--- config.mk ---
export PLATFORM = sky130hd
export DESIGN_NAME = ct_idu_is_aiq_lch_sel_flat
export DESIGN_NICKNAME = d
export VERILOG_FILES = /design/src/rtl/ct_idu_is_aiq_lch_sel_if.sv /design/src/rtl/ct_idu_is_aiq_lch_sel.sv /design/src/flat_wrapper.sv
export SDC_FILE = /design/constraint.sdc
export NUM_CORES = 1
export LEC_CHECK = 0
export BUFFER_PORTS_ARGS = -buffer_cell sky130_fd_sc_hd__buf_2
export CAP_MARGIN = 20
export CORE_ASPECT_RATIO = 1.4
export CORE_MARGIN = 2
export CORE_UTILIZATION = 42
export CTS_CLUSTER_SIZE = 16
export DETAILED_ROUTE_END_ITERATION = 10
export PLACE_DENSITY = 0.64
export SLEW_MARGIN = 15
export SYNTH_ARGS = -nofsm -noshare
export SYNTH_HDL_FRONTEND = slang
export SYNTH_SLANG_ARGS = --single-unit
export TNS_END_PERCENT = 10
--- constraint.sdc ---
create_clock -name y_clk -period 6.13 [get_ports y_clk]
set_input_delay 0.3065 -clock y_clk [delete_from_list [all_inputs] [get_ports y_clk]]
set_output_delay 0.3065 -clock y_clk [all_outputs]
set_load 0.01 [all_outputs]
--- src/rtl/ct_idu_is_aiq_lch_sel_if.sv ---
//------------------------------------------------------------------------------
// ct_idu_is_aiq_lch_sel_if
//
// Purpose:
//   Bundles the signals between the AIQ entry array / RF stage and the AIQ
//   launch selector.
//
// Signals:
//   rtu_flush        pipeline flush
//   x_entry_vld      per-entry valid
//   x_entry_lch_rdy  per-entry launch ready, entry i at [2i+1:2i]
//                    (bit0 = pipe0, bit1 = pipe1)
//   x_create0_en     create port 0 write enable
//   x_create0_entry  create port 0 one-hot target entry
//   x_create1_en     create port 1 write enable
//   x_create1_entry  create port 1 one-hot target entry
//   x_pop_entry      entries freed after a successful launch
//   x_cancel_entry   launched entries that are cancelled/replayed
//   pipe0_stall      pipe0 RF stage cannot accept
//   pipe1_stall      pipe1 RF stage cannot accept
//   lch0_vld         registered pipe0 launch valid
//   lch0_entry       registered one-hot pipe0 launch entry
//   lch1_vld         registered pipe1 launch valid
//   lch1_entry       registered one-hot pipe1 launch entry
//   x_frz            frozen (in-flight) entry mask
//
// Modports:
//   master : the issue-queue / pipeline side driving the selector
//   slave  : the launch selector itself
//------------------------------------------------------------------------------
interface ct_idu_is_aiq_lch_sel_if #(
    parameter int ENTRY = 8
);
    logic                   rtu_flush;
    logic [ENTRY-1:0]       x_entry_vld;
    logic [2*ENTRY-1:0]     x_entry_lch_rdy;
    logic                   x_create0_en;
    logic [ENTRY-1:0]       x_create0_entry;
    logic                   x_create1_en;
    logic [ENTRY-1:0]       x_create1_entry;
    logic [ENTRY-1:0]       x_pop_entry;
    logic [ENTRY-1:0]       x_cancel_entry;
    logic                   pipe0_stall;
    logic                   pipe1_stall;
    logic                   lch0_vld;
    logic [ENTRY-1:0]       lch0_entry;
    logic                   lch1_vld;
    logic [ENTRY-1:0]       lch1_entry;
    logic [ENTRY-1:0]       x_frz;

    modport master (
        output rtu_flush,
        output x_entry_vld,
        output x_entry_lch_rdy,
        output x_create0_en,
        output x_create0_entry,
        output x_create1_en,
        output x_create1_entry,
        output x_pop_entry,
        output x_cancel_entry,
        output pipe0_stall,
        output pipe1_stall,
        input  lch0_vld,
        input  lch0_entry,
        input  lch1_vld,
        input  lch1_entry,
        input  x_frz
    );

    modport slave (
        input  rtu_flush,
        input  x_entry_vld,
        input  x_entry_lch_rdy,
        input  x_create0_en,
        input  x_create0_entry,
        input  x_create1_en,
        input  x_create1_entry,
        input  x_pop_entry,
        input  x_cancel_entry,
        input  pipe0_stall,
        input  pipe1_stall,
        output lch0_vld,
        output lch0_entry,
        output lch1_vld,
        output lch1_entry,
        output x_frz
    );
endinterface

--- src/rtl/ct_idu_is_aiq_lch_sel.sv ---
//------------------------------------------------------------------------------
// ct_idu_is_aiq_lch_sel
//
// Purpose:
//   Launch selector for one arithmetic issue queue. Each cycle it picks the
//   oldest ready, non-frozen entry for pipe0 and, from the remaining entries,
//   the oldest ready entry for pipe1. Relative age is held in an age matrix
//   updated on entry creation. Selected entries are frozen until popped,
//   cancelled or flushed, and the picks are registered as one-hot launch
//   selects towards the IS->RF stage.
//
// Ports:
//   y_clk     clock
//   cpurst_b  asynchronous active-low reset
//   aiq_if    ct_idu_is_aiq_lch_sel_if.slave (see interface for signal list)
//------------------------------------------------------------------------------
module ct_idu_is_aiq_lch_sel #(
    parameter int ENTRY = 8
) (
    input logic                     y_clk,
    input logic                     cpurst_b,
    ct_idu_is_aiq_lch_sel_if.slave  aiq_if
);

    //--------------------------------------------------------------------------
    // State
    //--------------------------------------------------------------------------
    // age_q[i][j] = 1 : entry i is older than entry j
    logic [ENTRY-1:0][ENTRY-1:0] age_q;
    logic [ENTRY-1:0][ENTRY-1:0] age_d;
    logic [ENTRY-1:0]            frz_q;
    logic [ENTRY-1:0]            frz_d;
    logic                        lch0_vld_q;
    logic                        lch0_vld_d;
    logic [ENTRY-1:0]            lch0_entry_q;
    logic [ENTRY-1:0]            lch0_entry_d;
    logic                        lch1_vld_q;
    logic                        lch1_vld_d;
    logic [ENTRY-1:0]            lch1_entry_q;
    logic [ENTRY-1:0]            lch1_entry_d;

    //--------------------------------------------------------------------------
    // Combinational intermediates
    //--------------------------------------------------------------------------
    logic [ENTRY-1:0] cre0_w;
    logic [ENTRY-1:0] cre1_w;
    logic [ENTRY-1:0] cre_w;
    logic [ENTRY-1:0] rdy0_w;
    logic [ENTRY-1:0] rdy1_w;
    logic [ENTRY-1:0] cand0_w;
    logic [ENTRY-1:0] cand1_w;
    logic             hold0_w;
    logic             hold1_w;
    logic [ENTRY-1:0] sel0_w;
    logic [ENTRY-1:0] sel1_w;
    logic [ENTRY-1:0] clr_w;

    //--------------------------------------------------------------------------
    // Oldest-entry picker.
    // An entry wins when no other candidate is marked older than it. With a
    // consistent age matrix exactly one candidate wins; the lowest-index
    // isolation below keeps the result one-hot even if the matrix were ever
    // inconsistent (e.g. entries marked valid without passing a create port),
    // and falls back to the lowest-index candidate if no entry qualifies.
    //--------------------------------------------------------------------------
    function automatic logic [ENTRY-1:0] f_oldest(
        input logic [ENTRY-1:0]            cand,
        input logic [ENTRY-1:0][ENTRY-1:0] age
    );
        logic [ENTRY-1:0] win;
        logic [ENTRY-1:0] pick;
        logic             found;
        win   = cand;
        pick  = '0;
        found = 1'b0;
        for (int i = 0; i < ENTRY; i++) begin
            for (int j = 0; j < ENTRY; j++) begin
                if ((j != i) && cand[j] && age[j][i]) begin
                    win[i] = 1'b0;
                end
            end
        end
        for (int i = 0; i < ENTRY; i++) begin
            if (win[i] && !found) begin
                pick[i] = 1'b1;
                found   = 1'b1;
            end
        end
        for (int i = 0; i < ENTRY; i++) begin
            if (cand[i] && !found) begin
                pick[i] = 1'b1;
                found   = 1'b1;
            end
        end
        return pick;
    endfunction

    //--------------------------------------------------------------------------
    // Create masks and per-pipe ready split
    //--------------------------------------------------------------------------
    assign cre0_w = aiq_if.x_create0_en ? aiq_if.x_create0_entry : '0;
    assign cre1_w = aiq_if.x_create1_en ? aiq_if.x_create1_entry : '0;
    assign cre_w  = cre0_w | cre1_w;

    always_comb begin
        rdy0_w = '0;
        rdy1_w = '0;
        for (int i = 0; i < ENTRY; i++) begin
            rdy0_w[i] = aiq_if.x_entry_lch_rdy[2*i];
            rdy1_w[i] = aiq_if.x_entry_lch_rdy[2*i+1];
        end
    end

    // An entry being written this cycle carries stale ready/valid state, so it
    // is kept out of selection until the following cycle.
    assign cand0_w = aiq_if.x_entry_vld & rdy0_w & ~frz_q & ~cre_w;
    assign cand1_w = aiq_if.x_entry_vld & rdy1_w & ~frz_q & ~cre_w;

    //--------------------------------------------------------------------------
    // Selection. A pipe that is stalled while holding a launch makes no new
    // pick, so pipe1 may then take the oldest entry if it is pipe1-ready.
    //--------------------------------------------------------------------------
    assign hold0_w = aiq_if.pipe0_stall & lch0_vld_q;
    assign hold1_w = aiq_if.pipe1_stall & lch1_vld_q;

    assign sel0_w = hold0_w ? '0 : f_oldest(cand0_w, age_q);
    assign sel1_w = hold1_w ? '0 : f_oldest(cand1_w & ~sel0_w, age_q);

    //--------------------------------------------------------------------------
    // Launch register next state
    //--------------------------------------------------------------------------
    always_comb begin
        lch0_vld_d   = lch0_vld_q;
        lch0_entry_d = lch0_entry_q;
        lch1_vld_d   = lch1_vld_q;
        lch1_entry_d = lch1_entry_q;
        if (aiq_if.rtu_flush) begin
            lch0_vld_d   = 1'b0;
            lch0_entry_d = '0;
            lch1_vld_d   = 1'b0;
            lch1_entry_d = '0;
        end else begin
            if (!hold0_w) begin
                lch0_vld_d   = |sel0_w;
                lch0_entry_d = sel0_w;
            end
            if (!hold1_w) begin
                lch1_vld_d   = |sel1_w;
                lch1_entry_d = sel1_w;
            end
        end
    end

    //--------------------------------------------------------------------------
    // Freeze next state: clear (pop/cancel/flush) wins over a same-cycle set.
    // Held pipes contribute an all-zero select, so no extra gating is needed.
    //--------------------------------------------------------------------------
    assign clr_w = aiq_if.x_pop_entry | aiq_if.x_cancel_entry
                 | {ENTRY{aiq_if.rtu_flush}};
    assign frz_d = (frz_q | sel0_w | sel1_w) & ~clr_w;

    //--------------------------------------------------------------------------
    // Age matrix next state.
    // A created entry becomes younger than every surviving valid entry: its
    // row is cleared and its column takes the current valid mask (excluding
    // other entries created this cycle). For a dual create, create0 is older.
    //--------------------------------------------------------------------------
    always_comb begin
        age_d = age_q;
        for (int i = 0; i < ENTRY; i++) begin
            for (int j = 0; j < ENTRY; j++) begin
                if (i == j) begin
                    age_d[i][j] = 1'b0;
                end else if (cre_w[i]) begin
                    age_d[i][j] = cre0_w[i] & cre1_w[j];
                end else if (cre_w[j]) begin
                    age_d[i][j] = aiq_if.x_entry_vld[i];
                end
            end
        end
    end

    //--------------------------------------------------------------------------
    // State registers
    //--------------------------------------------------------------------------
    always_ff @(posedge y_clk or negedge cpurst_b) begin
        if (!cpurst_b) begin
            age_q        <= '0;
            frz_q        <= '0;
            lch0_vld_q   <= 1'b0;
            lch0_entry_q <= '0;
            lch1_vld_q   <= 1'b0;
            lch1_entry_q <= '0;
        end else begin
            age_q        <= age_d;
            frz_q        <= frz_d;
            lch0_vld_q   <= lch0_vld_d;
            lch0_entry_q <= lch0_entry_d;
            lch1_vld_q   <= lch1_vld_d;
            lch1_entry_q <= lch1_entry_d;
        end
    end

    //--------------------------------------------------------------------------
    // Outputs
    //--------------------------------------------------------------------------
    assign aiq_if.lch0_vld   = lch0_vld_q;
    assign aiq_if.lch0_entry = lch0_entry_q;
    assign aiq_if.lch1_vld   = lch1_vld_q;
    assign aiq_if.lch1_entry = lch1_entry_q;
    assign aiq_if.x_frz      = frz_q;

endmodule

--- src/flat_wrapper.sv ---
// flat-port wrapper written by rule: the top's interface ports become plain ports
module ct_idu_is_aiq_lch_sel_flat 
#(
    parameter int ENTRY = 8
)
  (y_clk, cpurst_b, aiq_if_rtu_flush, aiq_if_x_entry_vld, aiq_if_x_entry_lch_rdy, aiq_if_x_create0_en, aiq_if_x_create0_entry, aiq_if_x_create1_en, aiq_if_x_create1_entry, aiq_if_x_pop_entry, aiq_if_x_cancel_entry, aiq_if_pipe0_stall, aiq_if_pipe1_stall, aiq_if_lch0_vld, aiq_if_lch0_entry, aiq_if_lch1_vld, aiq_if_lch1_entry, aiq_if_x_frz);
  ct_idu_is_aiq_lch_sel_if #(.ENTRY(ENTRY)) aiq_if_i ();
  input logic y_clk;
  input logic cpurst_b;
  input wire logic [$bits(aiq_if_i.rtu_flush)-1:0] aiq_if_rtu_flush;
  input wire logic [$bits(aiq_if_i.x_entry_vld)-1:0] aiq_if_x_entry_vld;
  input wire logic [$bits(aiq_if_i.x_entry_lch_rdy)-1:0] aiq_if_x_entry_lch_rdy;
  input wire logic [$bits(aiq_if_i.x_create0_en)-1:0] aiq_if_x_create0_en;
  input wire logic [$bits(aiq_if_i.x_create0_entry)-1:0] aiq_if_x_create0_entry;
  input wire logic [$bits(aiq_if_i.x_create1_en)-1:0] aiq_if_x_create1_en;
  input wire logic [$bits(aiq_if_i.x_create1_entry)-1:0] aiq_if_x_create1_entry;
  input wire logic [$bits(aiq_if_i.x_pop_entry)-1:0] aiq_if_x_pop_entry;
  input wire logic [$bits(aiq_if_i.x_cancel_entry)-1:0] aiq_if_x_cancel_entry;
  input wire logic [$bits(aiq_if_i.pipe0_stall)-1:0] aiq_if_pipe0_stall;
  input wire logic [$bits(aiq_if_i.pipe1_stall)-1:0] aiq_if_pipe1_stall;
  output wire logic [$bits(aiq_if_i.lch0_vld)-1:0] aiq_if_lch0_vld;
  output wire logic [$bits(aiq_if_i.lch0_entry)-1:0] aiq_if_lch0_entry;
  output wire logic [$bits(aiq_if_i.lch1_vld)-1:0] aiq_if_lch1_vld;
  output wire logic [$bits(aiq_if_i.lch1_entry)-1:0] aiq_if_lch1_entry;
  output wire logic [$bits(aiq_if_i.x_frz)-1:0] aiq_if_x_frz;
  assign aiq_if_i.rtu_flush = aiq_if_rtu_flush;
  assign aiq_if_i.x_entry_vld = aiq_if_x_entry_vld;
  assign aiq_if_i.x_entry_lch_rdy = aiq_if_x_entry_lch_rdy;
  assign aiq_if_i.x_create0_en = aiq_if_x_create0_en;
  assign aiq_if_i.x_create0_entry = aiq_if_x_create0_entry;
  assign aiq_if_i.x_create1_en = aiq_if_x_create1_en;
  assign aiq_if_i.x_create1_entry = aiq_if_x_create1_entry;
  assign aiq_if_i.x_pop_entry = aiq_if_x_pop_entry;
  assign aiq_if_i.x_cancel_entry = aiq_if_x_cancel_entry;
  assign aiq_if_i.pipe0_stall = aiq_if_pipe0_stall;
  assign aiq_if_i.pipe1_stall = aiq_if_pipe1_stall;
  assign aiq_if_lch0_vld = aiq_if_i.lch0_vld;
  assign aiq_if_lch0_entry = aiq_if_i.lch0_entry;
  assign aiq_if_lch1_vld = aiq_if_i.lch1_vld;
  assign aiq_if_lch1_entry = aiq_if_i.lch1_entry;
  assign aiq_if_x_frz = aiq_if_i.x_frz;
  ct_idu_is_aiq_lch_sel #(.ENTRY(ENTRY)) u_core (.y_clk(y_clk), .cpurst_b(cpurst_b), .aiq_if(aiq_if_i));
endmodule
==> results of run 1 <==
[layout make-up]
cell class	instances	area (µm²)	share of cell area (%)
Clock buffer	9	225.2	3.416
Clock inverter	7	73.82	1.120
Inverter	10	37.54	0.5693
Multi-Input combinational cell	533	3445	52.24
Sequential cell	82	2052	31.12
Tap cell	182	227.7	3.454
Timing Repair Buffer	97	533.0	8.083
[synthesized netlist by cell type (all sizes together) (9+ instances only)]
cell,instances
a2111o,9
a2111oi,14
a21oi,27
a22o,11
a32oi,61
and2,22
and3,15
buf,12
clkbuf,54
dfrtp,82
inv,10
nand2,70
nand3,18
nand4,9
nor2,38
nor3,14
nor4,16
o21ai,62
o22ai,59
[through the flow]
step,util (%),cells
final,49.02,920
after global routing,49.02,920
after CTS,48.74,918
after detailed placement,46.52,902
after global placement,46.52,902
after floorplan,-,691
[worst max-delay path by stage]
stage          slack [ns]              startpoint  cells past startpoint                      to
2_1_floorplan        2.06   aiq_if_x_entry_vld[7]                     15  u_core.aiq_if.lch1_vld
3_3_place_gp         0.79     aiq_if_x_create0_en                     14  u_core.aiq_if.x_frz[5]
3_5_place_dp         0.76     aiq_if_x_create0_en                     14  u_core.aiq_if.x_frz[5]
4_1_cts              0.92  u_core.aiq_if.x_frz[2]                     13  u_core.aiq_if.x_frz[5]
5_1_grt              0.50  u_core.aiq_if.x_frz[2]                     13  u_core.aiq_if.x_frz[5]
6_report             0.68  u_core.aiq_if.x_frz[2]                     13  u_core.aiq_if.x_frz[5]
[power by group through the flow]
stage / Clock (mW) / Combinational (mW) / Sequential [mW]
final: 0.566 / 0.443 / 0.680
after global placement: 0 / 0.418 / 0.680
after detailed placement: 0 / 0.422 / 0.680
after CTS: 0.572 / 0.424 / 0.670
after global routing: 0.599 / 0.472 / 0.679
after floorplan: 0 / 0.276 / 0.641
[flip-flops by register name (all words and copies together) (netlist names)]
signal	count
u_core.aiq_if.lch0_entry	8
u_core.aiq_if.x_frz	8
u_core.aiq_if.lch1_vld	1
u_core.aiq_if.lch1_entry	8
u_core.aiq_if.lch0_vld	1
u_core.age_q	56
[timing repair]
item / CTS / global route
setup buffers: 0 / 0
endpoints found under the hold margin: 0 / 32
hold buffers: 0 / 1
[metal layers]
| layer | up-vias | part of all wire [%] |
|---|---|---|
| met3 | 160 | 11 |
| met2 | 602 | 46 |
| met4 | 0 | 9.4 |
| li1 | 2889 | - |
| met5 | - | 0 |
| met1 | 3217 | 33 |
[cells by family after synthesis]
family                 count (synthesis)  synth area share [%]
DFF                                   82                 35.37
AOI/OAI and AO/OA                    297                 37.55
and+or+nand+nor                      236                 21.82
buffers and inverters                 76                 5.262
==> flow_summary.ini, run 1 <==
[pwr]
clkPwrFrac_pct = 33.5
power_density_nw_per_um2 = 256.1
p_sw_mw = 0.6293
vdd_drop_max_uv = 154.7
total_power_mw = 1.689
p_seq_share_pct = 40.3
combPwrFrac_pct = 26.2
intPower_mw = 1.059
p_leak_nw = 2.671
switching_share_pct = 37.27

[die]
die-area_um2 = 14780
die_x_um = 103.3
io-pin-count = 89
start_util_pct = 43.13
die_y_um = 143.1
num_rows = 50
core_area_um2 = 13450

[yosys]
ys_seq_area_share_pct = 35.37
async_flop_share_pct = 100.0
ys_ff_latch = 82
synth.top_cell.area_share_pct = 35.37
synth_edf_count = 0
synth_area_leaders = dfrtp_1, a32oi_1, o22ai_1
synth.avg_cell_area_um2 = 8.396
ys.flop_type = dfrtp_1
synth_top_area_cell = dfrtp_1
syn_area_um2 = 5802
yosysWarnings = 0
synth_fp_nets = 754
synth.distinct_cells = 70
synthCells = 691

[place]
numPortBuffers = 88
preCtsSetupSlack_ns = 0.7578
place_area_um2 = 6257
dp_hpwl_um = 21130
place_congestion = 1.112

[global_routing]
first_global_vias = 6349
antenna_found_initial = 0
met2_usage_pct = 60.97
grt_first_pass_wirelength_um = 40700
grt_overflow = 0
gr-usage-all-layers_pct = 38.18
grt_use_met1_pct = 43.52
top_usage_layer = met2
grt_max_degree = 83
grt_use_met3_pct = 9.251

[sta]
period_needed_ns = 5.445
rsz0062_at_grt = no
worstMarginPinSlew_ns = 0.9432
timing.fmax_mhz = 183.6
fin_worst_skew_ns = 0.01058
fin_crit_sh_pct = 88.83
setup_tns_ns = 0
setup_violations = 0
worst_slack_ns = 0.6848
relSlewSlack_pct = 36.89
hold-worst-slack_ns = 0.1020
slew_violations = 0
hold_violations = 0

[clocking]
cts_resized = 0
ctsHtreeMaxLevel = 3
clock_tree.buffer_depth = 2
root_buffer = clkbuf_16
clkSinkCount = 82
cts_buffers = 9
cts_tree = yes
clkTransAtPathRegs_ns = 0.07
worstSkewPairLatency_ns = 0.36

[min_path]
hold_path_class = primary input to flip-flop
worstHoldEndpoint = u_core.aiq_if.x_frz[2]
holdPathStages = 2
min_from = aiq_if_x_pop_entry[2]

[route]
wl_per_cell_um = 30.36
firstDrtPassIters = 8
avgViaCountPerCell = 7.465
drc = 0
vias = 6868
drt_iter0_markers = 864
ant_nets = 0
wirelength_um = 27930

[outcome]
run_status = finished, final reports clean

[setup_path]
cpMaxStageDelayCell = a221oi_1
crit_type = flip-flop to flip-flop
path_cells = a221oi_1, and3_1, a22oi_1, and4_1, nor4_2, nand2_2, o41a_1, a222oi_1, o2111ai_1, nand4_1, inv_1, a41oi_1, a2111oi_0
path_delay_family = compound AO/OA/AOI/OAI gates
startpoint_type = flip-flop
worst_setup_path_end_kind = flip-flop
reg2reg_to = u_core.aiq_if.x_frz[5]
path_buf_inv = 1
worst_ep_arrival_time_ns = 5.65
max_stage_delay_ns = 0.76
ff2ff_setup_slack_ns = 0.68
cp_data_required_time_ns = 6.34
crit_fanout = 11
ff2ff_path_depth = 13
reg2reg_from = u_core.aiq_if.x_frz[2]

[final_layout]
final_nets = 796
layout_common_cells = buf_2, dfrtp_1, nand2_1, o21ai_0, a32oi_1
area_growth_pct = 13.65
stdcell_area_um2 = 6594
final_common_cell = buf_2
antenna_cells = 0
drive_above_1_share_pct = 17.89
nFillCells = 1331

[job]
maxCapViolCount = 0
Note: power is estimated with default switching activity, not from simulation.
==> inputs of run 2 (changes only) <==
--- a/config.mk
+++ b/config.mk
@@ -13,6 +13,7 @@
 export CTS_CLUSTER_SIZE = 16
 export DETAILED_ROUTE_END_ITERATION = 10
 export PLACE_DENSITY = 0.64
+export RECOVER_POWER = 25
 export SLEW_MARGIN = 15
 export SYNTH_ARGS = -nofsm -noshare
 export SYNTH_HDL_FRONTEND = slang
==> run 2 against run 1 <==
Net effect:
- the flow now finishes with violations (capacitance limit, slew limit)
- hold slack about the same
- die area unchanged
- routed wire length up 0.28%
- via count down 0.16%
- clock-buffer cell count unchanged
- sequential power about the same
- design area down 0.42%
- setup slack worse by 0.026 ns
- register-to-register slack worse by 0.03 ns
- total power about the same
- clock power about the same
- maximum frequency down 0.47%
- critical path type unchanged
- critical endpoint unchanged
- largest power group unchanged
==> flow_summary.ini, run 2 (synthesis gave the netlist of run 1 again) <==
[clocking]
cts_hold_buffers = 0
clkSinkCount = 82
cts_resized = 0
cts_buffers = 9
ctsHtreeMaxLevel = 3
clkTransAtPathRegs_ns = 0.07
cts_tree = yes
root_buffer = clkbuf_16
postCtsSetupBuffers = 0
worstSkewPairLatency_ns = 0.36
clock_tree.buffer_depth = 2

[global_routing]
antenna_found_initial = 0
grt_max_degree = 83
grt_first_pass_wirelength_um = 40700
first_global_vias = 6349
gr-usage-all-layers_pct = 38.18
grt_overflow = 0

[place]
place_inst = 902
place_congestion = 1.112
numPortBuffers = 88
dp_hpwl_um = 21130

[die]
core_area_um2 = 13450
num_rows = 50
die_x_um = 103.3
start_util_pct = 43.13
die_y_um = 143.1
die-area_um2 = 14780
io-pin-count = 89

[final_layout]
area_growth_pct = 13.18
drive_above_1_share_pct = 17.62
fin_cells = 920
largest_reg_flops = 56
regMostFlops = u_core.age_q
final_common_cell = buf_2
final_nets = 796
postLayoutCoreUtil_pct = 48.82
antenna_cells = 0
layout_common_cells = buf_2, dfrtp_1, nand2_1, o21ai_0, a32oi_1

[sta]
fin_crit_sh_pct = 89.25
slew_violations = 85
timing.fmax_mhz = 182.8
fin_worst_skew_ns = 0.01075
relSlewSlack_pct = -75.10
worstMarginPinSlew_ns = 2.627
setup_tns_ns = 0
period_needed_ns = 5.471
rsz0062_at_grt = no
setup_violations = 0
hold_violations = 0

[outcome]
run_status = finished, violations left
violations = capacitance limit, slew limit

[pwr]
p_leak_nw = 2.656
vdd_drop_max_uv = 154.7
power_density_nw_per_um2 = 257.1

[setup_path]
cp_data_required_time_ns = 6.34
crit_type = flip-flop to flip-flop
crit_fanout = 11
worst_setup_path_end_kind = flip-flop
startpoint_type = flip-flop
worst_ep_arrival_time_ns = 5.68

[route]
drt_iter0_markers = 862
wirelength_um = 28000
avgViaCountPerCell = 7.453
wl_per_cell_um = 30.44
vias = 6857
ant_nets = 0
drc = 0
firstDrtPassIters = 8

[min_path]
hold_path_class = primary input to flip-flop

[job]
maxCapViolCount = 2
[run 2: cell count changes in the layout (fill, tap and decap cells not counted), sizes merged]
cell / previous run / this run
buf: 96 / 94
clkbuf: 9 / 11
[run 2: final timing paths]
kind                                              from                           to  slack [ns]  cells after the start
max                             u_core.aiq_if.x_frz[2]       u_core.aiq_if.x_frz[5]        0.66                     13
min                              aiq_if_x_pop_entry[2]       u_core.aiq_if.x_frz[2]        0.10                      2
max reg2reg                     u_core.aiq_if.x_frz[2]       u_core.aiq_if.x_frz[5]        0.66                     13
min reg2reg                u_core.aiq_if.lch0_entry[6]  u_core.aiq_if.lch0_entry[6]        0.51                      2
max in group asynchronous                     cpurst_b             u_core.age_q[58]        1.84                      3
min in group asynchronous                     cpurst_b  u_core.aiq_if.lch0_entry[4]        1.01                      2
[run 2: final cells by class]
class	instances	area, µm²
fill	1335	6884
multi-input combinational	533	3445
sequential	82	2052
timing repair buffer	97	505.5
tap	182	227.7
clock buffer	9	225.2
clock inverter	7	73.82
inverter	10	37.54
[run 2: per-stage QoR]
step,power [mW],instance area [µm²],setup WS [ns],hold WS [ns]
3_5_place_dp,1.103,6257,0.7578,0.4650
6_report,1.688,6566,0.6589,0.1020
2_1_floorplan,0.9173,5802,2.056,0.01091
5_1_grt,1.748,6566,0.4996,0.1084
4_1_cts,1.666,6556,0.9199,0.09864
3_3_place_gp,1.098,6257,0.7937,0.4702
[run 2: worst max-delay path: stages, from the launching register on]
cell and delay (ns):
dfrtp_1 0.47, a221oi_1 0.80, and3_1 0.56, a22oi_1 0.24, and4_1 0.26, nor4_2 0.54
nand2_2 0.17, o41a_1 0.58, a222oi_1 0.44, o2111ai_1 0.26, nand4_1 0.33, inv_1 0.10
a41oi_1 0.38, a2111oi_0 0.19
[run 2: power by group]
part	internal, mW	switching [mW]
clock	0.319	0.249
sequential	0.592	0.0876
combinational	0.146	0.294
total	1.06	0.631
[run 2: per-layer routing]
metal | track usage, % | share of wire (%)
met5 | 0 | 0
met4 | 28.12 | 9.2
met3 | 9.251 | 11
met2 | 60.97 | 47
met1 | 43.52 | 34
